==> config.mk <==
export PLATFORM = sky130hd
export DESIGN_NAME = gate_sweeper
export DESIGN_NICKNAME = d
export VERILOG_FILES = /design/src/rtl/gate_sweeper.sv
export SDC_FILE = /design/constraint.sdc
export NUM_CORES = 1
export LEC_CHECK = 0
export ABC_CLOCK_PERIOD_IN_PS = 2400
export CORE_MARGIN = 8
export CORE_UTILIZATION = 47
export DETAILED_ROUTE_END_ITERATION = 12
export GPL_ROUTABILITY_DRIVEN = 0
export PLACE_DENSITY_LB_ADDON = 0.1
export SETUP_SLACK_MARGIN = 0.2
export SLEW_MARGIN = 20
export SYNTH_ARGS = -nofsm -noshare
export SYNTH_HDL_FRONTEND = slang
export SYNTH_SLANG_ARGS = --single-unit
==> constraint.sdc <==
create_clock -name clk -period 2.4 [get_ports clk]
set_clock_uncertainty 0.15 [all_clocks]
set_input_delay 0.24 -clock clk [delete_from_list [all_inputs] [get_ports clk]]
set_output_delay 0.24 -clock clk [all_outputs]
set_load 0.05 [all_outputs]
==> src/rtl/gate_sweeper.sv <==
// Truth-table sequencer for a 2-input gate: steps {a,b} through 00..11, holds each
// vector SETTLE cycles, samples q against a latched expected table, reports mask/pass.
module gate_sweeper #(
  parameter int unsigned SETTLE = 2
) (
  input  logic       clk,
  input  logic       rst,
  input  logic       start,
  input  logic [3:0] expected,
  input  logic       q,
  output logic       a,
  output logic       b,
  output logic       busy,
  output logic       done,
  output logic       pass,
  output logic [3:0] fail_mask
);

  localparam int unsigned CW = (SETTLE + 1 > 1) ? $clog2(SETTLE + 1) : 1;
  localparam logic [CW-1:0] CNT_LAST = CW'(SETTLE - 1);

  typedef enum logic {
    IDLE,
    RUN
  } state_t;

  state_t        state, state_n;
  logic [1:0]    idx, idx_n;
  logic [CW-1:0] cnt, cnt_n;
  logic [3:0]    exp_q, exp_n;
  logic [3:0]    mask_q, mask_n;
  logic          pass_q, pass_n;
  logic          done_q, done_n;

  always_ff @(posedge clk or posedge rst) begin
    if (rst) begin
      state  <= IDLE;
      idx    <= '0;
      cnt    <= '0;
      exp_q  <= '0;
      mask_q <= '0;
      pass_q <= 1'b0;
      done_q <= 1'b0;
    end else begin
      state  <= state_n;
      idx    <= idx_n;
      cnt    <= cnt_n;
      exp_q  <= exp_n;
      mask_q <= mask_n;
      pass_q <= pass_n;
      done_q <= done_n;
    end
  end

  always_comb begin
    state_n = state;
    idx_n   = idx;
    cnt_n   = cnt;
    exp_n   = exp_q;
    mask_n  = mask_q;
    pass_n  = pass_q;
    done_n  = 1'b0;
    case (state)
      IDLE: begin
        if (start) begin
          state_n = RUN;
          idx_n   = '0;
          cnt_n   = '0;
          exp_n   = expected;
          mask_n  = '0;
          pass_n  = 1'b0;
        end
      end
      RUN: begin
        if (cnt == CNT_LAST) begin
          mask_n[idx] = q ^ exp_q[idx];
          cnt_n       = '0;
          if (idx == 2'd3) begin
            // pass must include the compare made on this final sample edge
            state_n = IDLE;
            done_n  = 1'b1;
            pass_n  = (mask_n == '0);
          end else begin
            idx_n = idx + 2'd1;
          end
        end else begin
          cnt_n = cnt + CW'(1);
        end
      end
      default: state_n = IDLE;
    endcase
  end

  assign a         = idx[1];
  assign b         = idx[0];
  assign busy      = (state == RUN);
  assign done      = done_q;
  assign pass      = pass_q;
  assign fail_mask = mask_q;

endmodule
==> run metrics, run 1 <==
largest net degree at the start of global routing=16; core area=0.00151 sq mm; Max FO, Critical Path=9; wire length of the first global-routing pass=2.48 mm; worst vdd ir=0.686 mV; Max Fclk=496 MHz; DR vias/cell=5.60; Detailed Route Iter0 Violations=14; net count of the mapped netlist=79; placed cells=98; post-synth top area cell=dfrtp_1; clock-pin slew on the worst setup and hold paths=0.10 ns; H-tree levels=1; Pins Over Slew Limit=0; final cell count without fillers=102; PortBufs=16; Clock Path Buffers=2; CTS tree=built; post-synthesis sequential area ratio=50.2%; Ant. Diodes=0; Yosys cell types=23; Area Overhead vs Synth=27.4%; reg2reg end=pass; TNS Setup=0 ns; met2 WL post-DR=700 um; postcts setup bufs=0; asr flop ratio synth=100%; Root Buffer Master=clkbuf_4; chip width=55.9 um; Placement Rows=14; CP startpoint kind=flop; clk_lat worst skew=0.29 ns; critical path arrival=1.63 ns; grt ovf=0; Worst R2R Path Depth=3; Fillers=125; critical path, cell by cell=clkdlybuf4s50_1; fin crit period=2.02 ns; r2r setup slk=0.59 ns; normalized max-slew margin=61.8%; antenna violations before repair=0; Tot GR Track Use=9.68%; # DRC=0; Post-synth EDFFs=0; post-DP HPWL=1.11 mm; Vias=571; Yosys reg bits=15; CP top delay family=buffers and inverters; Post-Synthesis Cell Area=748 sq um; crit share post-route=84.0%; reg-to-reg startpoint=idx[0]; Worst Path Buf+Inv=1; Post-Synthesis Cells=67; Pwr Density=1430 mW/mm^2; delay of the slowest critical-path stage=0.85 ns; Final Hold Fails=0; Setup-failing EPs final=0; layout cells sized above 1=15.1%; Synth top area share=50.2%; leading post-synthesis cells by cell area=dfrtp_1 50%, nand2_1 7.0%, ha_1 6.7%; crit path kind=flop to primary output; Die ar.=0.00312 sq mm; YS warnings=0; DR pass1 iterations=4; syn avg cell area=11.2 sq um; initial core utilization=49.7%; total CTS buffers=3; met3 wire length=91 um; outcome=finished clean; Core Util, Final=63.3%; M1 WL=670 um; Nets=99; Hold Crit Class=input pin to async pin; Worst-Margin Slew=0.572 ns; hold_buf cts=0; RSZ-0062 raised after global routing=false; max-cap viol count=0; max layer used=met4; post-cts resize count=0; CTS sink cnt=15; Die Span Y=55.9 um; Top FF cell, synth=dfrtp_1; Worst path slowest cell=clkdlybuf4s50_1; Top Ports=17; Final ANT Viol Nets=0; CP endpoint kind=primary output; via count of the first global-routing pass=529; CP Data Required Time=2.01 ns; Pleak=0.477 nW; WL final=1.49 mm; mean routed wirelength per cell=14.6 um
[stage by stage]
stage,cell area (sq um),hold slack [ns],setup WS (ns),power (mW)
after detailed placement,923,0.311,0.512,1.22
after floorplan,748,-0.00852,0.358,1.00
after global placement,923,0.312,0.583,1.20
final,953,0.140,0.384,1.36
after global routing,953,0.219,0.331,1.45
after CTS,953,0.171,0.378,1.37
[cell type report]
cell class | count | area (sq um) | share of cell area, %
well taps | 16 | 20.0 | 2.10
repair buffers | 16 | 160 | 16.8
inverters | 7 | 26.3 | 2.76
flip-flops and latches | 15 | 375 | 39.4
clock buffers | 3 | 22.5 | 2.36
clock inverters | 1 | 7.51 | 0.787
multi-input cells | 44 | 342 | 35.8
[cell usage in the layout, fill, tap and decap left out, drive strengths merged, types with 2 or more instances in the layout]
cell type      netlist  routed
nor2                 2       2
dfrtp               15      15
nor2b                2       2
mux2i                3       3
a32o                 3       3
clkbuf               0       3
ha                   4       4
and3                 2       2
o22ai                2       2
nand2               14      14
clkdlybuf4s50        0      16
inv                  7       7
[worst max path at each step]
stage / cells after the start / to / from / slack, ns
6_report: 1 / busy / busy / 0.38
5_1_grt: 1 / b / idx[0] / 0.33
4_1_cts: 1 / b / idx[0] / 0.38
3_5_place_dp: 4 / fail_mask[2] / start / 0.51
3_3_place_gp: 4 / fail_mask[0] / start / 0.58
2_1_floorplan: 3 / pass / idx[0] / 0.36
[state kept, by name, summed over array words and instances, names as in the netlist]
signal and count:
idx 2, exp_q 4, cnt 2, done 1, fail_mask 4, busy 1, pass 1
[Yosys cell counts (all sizes together), types with 2 or more instances]
master and number:
dfrtp 15, nand2 14, inv 7, ha 4, a32o 3, mux2i 3, and3 2, nor2 2
nor2b 2, o22ai 2
[per-layer routing]
layer  vias up  GRT usage [%]
li1        271              -
met1       277           12.3
met2        19           14.3
met3         4           2.97
met4         0           5.15
met5         -              0
[logic make-up after synthesis]
group                      synth area share [%]
buffers and inverters                      4.18
and+or+nand+nor                            16.9
DFF                                        50.2
AOI/OAI and AO/OA                          11.4
muxes                                      8.53
xor gates and xnor gates                   2.17
adders and majority gates                  6.69
[report_power, final]
group          switching, mW  internal (mW)  leakage (nW)
Combinational          0.447          0.314         0.275
Clock                 0.0909         0.0633        0.0139
Sequential            0.0923          0.355         0.188
(Power assumes the default switching activity.)
==> run 2: changes to the inputs <==
Settings changed: ABC_CLOCK_PERIOD_IN_PS 2400 to 2100.
Clock period 2.4 ns to 2.1 ns, I/O delays scaled along.
==> run 2 against run 1 <==
  * Critical path depth is the same
  * Global-route usage grew 1.1 points
  * Power grew 13%
  * Die area is the same
  * First-iteration DRC count grew 21%
  * Highest routed layer is now met3
==> run metrics, run 2 (synthesis gave the netlist of run 1 again) <==
mean routed wirelength per cell=14.9 um (+2.2%); final setup margin=0.263 ns (-0.121 ns); CP startpoint kind=flop; layout cells sized above 1=17.2% (+2.1 points); Nets=100 (+1.0%); max-cap viol count=0 (unchanged); chip width=55.9 um (unchanged); Core Util, Final=63.8% (+0.50 points); clk_lat worst skew=0.28 ns (about the same); Die Span Y=55.9 um (unchanged); via count of the first global-routing pass=578 (+9.3%); PortBufs=16 (unchanged); normalized max-slew margin=62.7% (+0.82 points); CTS tree=built; total CTS buffers=3 (unchanged); critical path, cell by cell=clkdlybuf4s50_1; Total Power=1.54 mW (+13%); CP Data Required Time=1.74 ns (-0.27 ns); Worst path slowest cell=clkdlybuf4s50_1; Worst-Margin Slew=0.559 ns (-0.0123 ns); Setup-failing EPs final=0 (unchanged); antenna violations before repair=0 (unchanged); Hold Crit Class=input pin to async pin; reg-to-reg startpoint=idx[0]; postcts setup bufs=0 (unchanged); Die ar.=0.00312 sq mm (unchanged); Tot GR Track Use=10.8% (+1.1 points); clock-pin slew on the worst setup and hold paths=0.09 ns (about the same); Pleak=0.515 nW (+8.0%); crit share post-route=87.5%; Fillers=114 (-8.8%); Pins Over Slew Limit=0 (unchanged); WL final=1.53 mm (+3.2%); Root Buffer Master=clkbuf_4; largest net degree at the start of global routing=16 (unchanged); TNS Setup=0 ns (unchanged); DR pass1 iterations=4 (unchanged); fin crit period=1.84 ns; CP endpoint kind=primary output; met3 wire length=129 um (+42%); worst vdd ir=0.718 mV (+4.6%); # DRC=0 (unchanged); Placement Rows=14 (unchanged); hold_buf cts=0 (unchanged); critical path arrival=1.48 ns (-0.15 ns); Max FO, Critical Path=3 (-6); max layer used=met3; worst hold margin=0.125 ns (-0.0148 ns); Area Overhead vs Synth=28.4%; delay of the slowest critical-path stage=0.81 ns (-0.04 ns); Pwr Density=1600 mW/mm^2 (+12%); M1 WL=642 um (-4.2%); CP top delay family=buffers and inverters; Final Hold Fails=0 (unchanged); initial core utilization=49.7% (unchanged); Ant. Diodes=0 (unchanged); Clock Path Buffers=2 (unchanged); Detailed Route Iter0 Violations=17 (+3); RSZ-0062 raised after global routing=false; H-tree levels=1 (unchanged); CTS sink cnt=15 (unchanged); Worst Setup SP=fail_mask[0]; met2 WL post-DR=762 um (+8.9%); crit path kind=flop to primary output; Max Fclk=544 MHz; Setup WS pre-CTS=0.327 ns (-0.185 ns); core area=0.00151 sq mm (unchanged); Top Ports=17 (unchanged); outcome=finished clean; DR vias/cell=5.37 (-4.1%); wire length of the first global-routing pass=2.70 mm (+8.6%); Worst Path Buf+Inv=1 (unchanged); Final ANT Viol Nets=0 (unchanged); leading cell types in the layout, fill and taps excluded=14 x nand2_1, 14 x dfrtp_1, 11 x clkdlybuf4s50_1; post-DP HPWL=1.19 mm (+7.3%); Vias=553 (-3.2%); grt ovf=0 (unchanged)
## run 2: changes by cell type in the layout (fill, tap and decap cells not counted)
cell             change
buf_4                +1
clkdlybuf4s50_1      -5
clkinv_2             +1
clkinvlp_4           -1
dfrtp_1              -1
dfrtp_2              +1
dlygate4sd2_1        +3
dlymetal6s2s_1       +2
## run 2: final timing paths
| check | end | slack [ns] | depth (start not counted) |
|---|---|---|---|
| worst min register to register | exp_q[3] | 0.34 | 2 |
| min in group clk | exp_q[3] | 0.30 | 3 |
| worst max-delay path | fail_mask[0] | 0.26 | 1 |
| max in group asynchronous | idx[0] | 1.28 | 2 |
| worst max register to register | pass | 0.30 | 3 |
| worst min-delay path | fail_mask[1] | 0.13 | 2 |
## run 2: cell type report
| class | count | area [sq um] | share of cell area (%) |
|---|---|---|---|
| clock buffer | 3 | 22.5 | 2.34 |
| clock inverter | 1 | 5.00 | 0.521 |
| inverter | 7 | 26.3 | 2.73 |
| multi-input combinational | 44 | 342 | 35.5 |
| sequential | 15 | 377 | 39.2 |
| tap | 16 | 20.0 | 2.08 |
| timing repair buffer | 17 | 169 | 17.6 |
## run 2: timing repair
item	CTS	global route
setup endpoints to repair	3	2
resized for setup	3	2
pin swaps	0	0
## run 2: routing by layer
metal	GRT usage, %	vias up
met5	0	-
met4	4.47	0
met3	5.71	0
met2	16.3	16
met1	12.3	268
li1	-	269
## run 2: stage by stage
stage	cell area [sq um]	std cells
floorplan	749	67
global placement	932	99
detailed placement	932	99
CTS	956	103
global route	961	103
finish	961	103
## run 2: power breakdown
group / internal (mW) / total (mW) / switching (mW)
Clock: 0.0706 / 0.164 / 0.0931
Combinational: 0.345 / 0.862 / 0.517
Sequential: 0.408 / 0.510 / 0.101
Total: 0.824 / 1.54 / 0.711
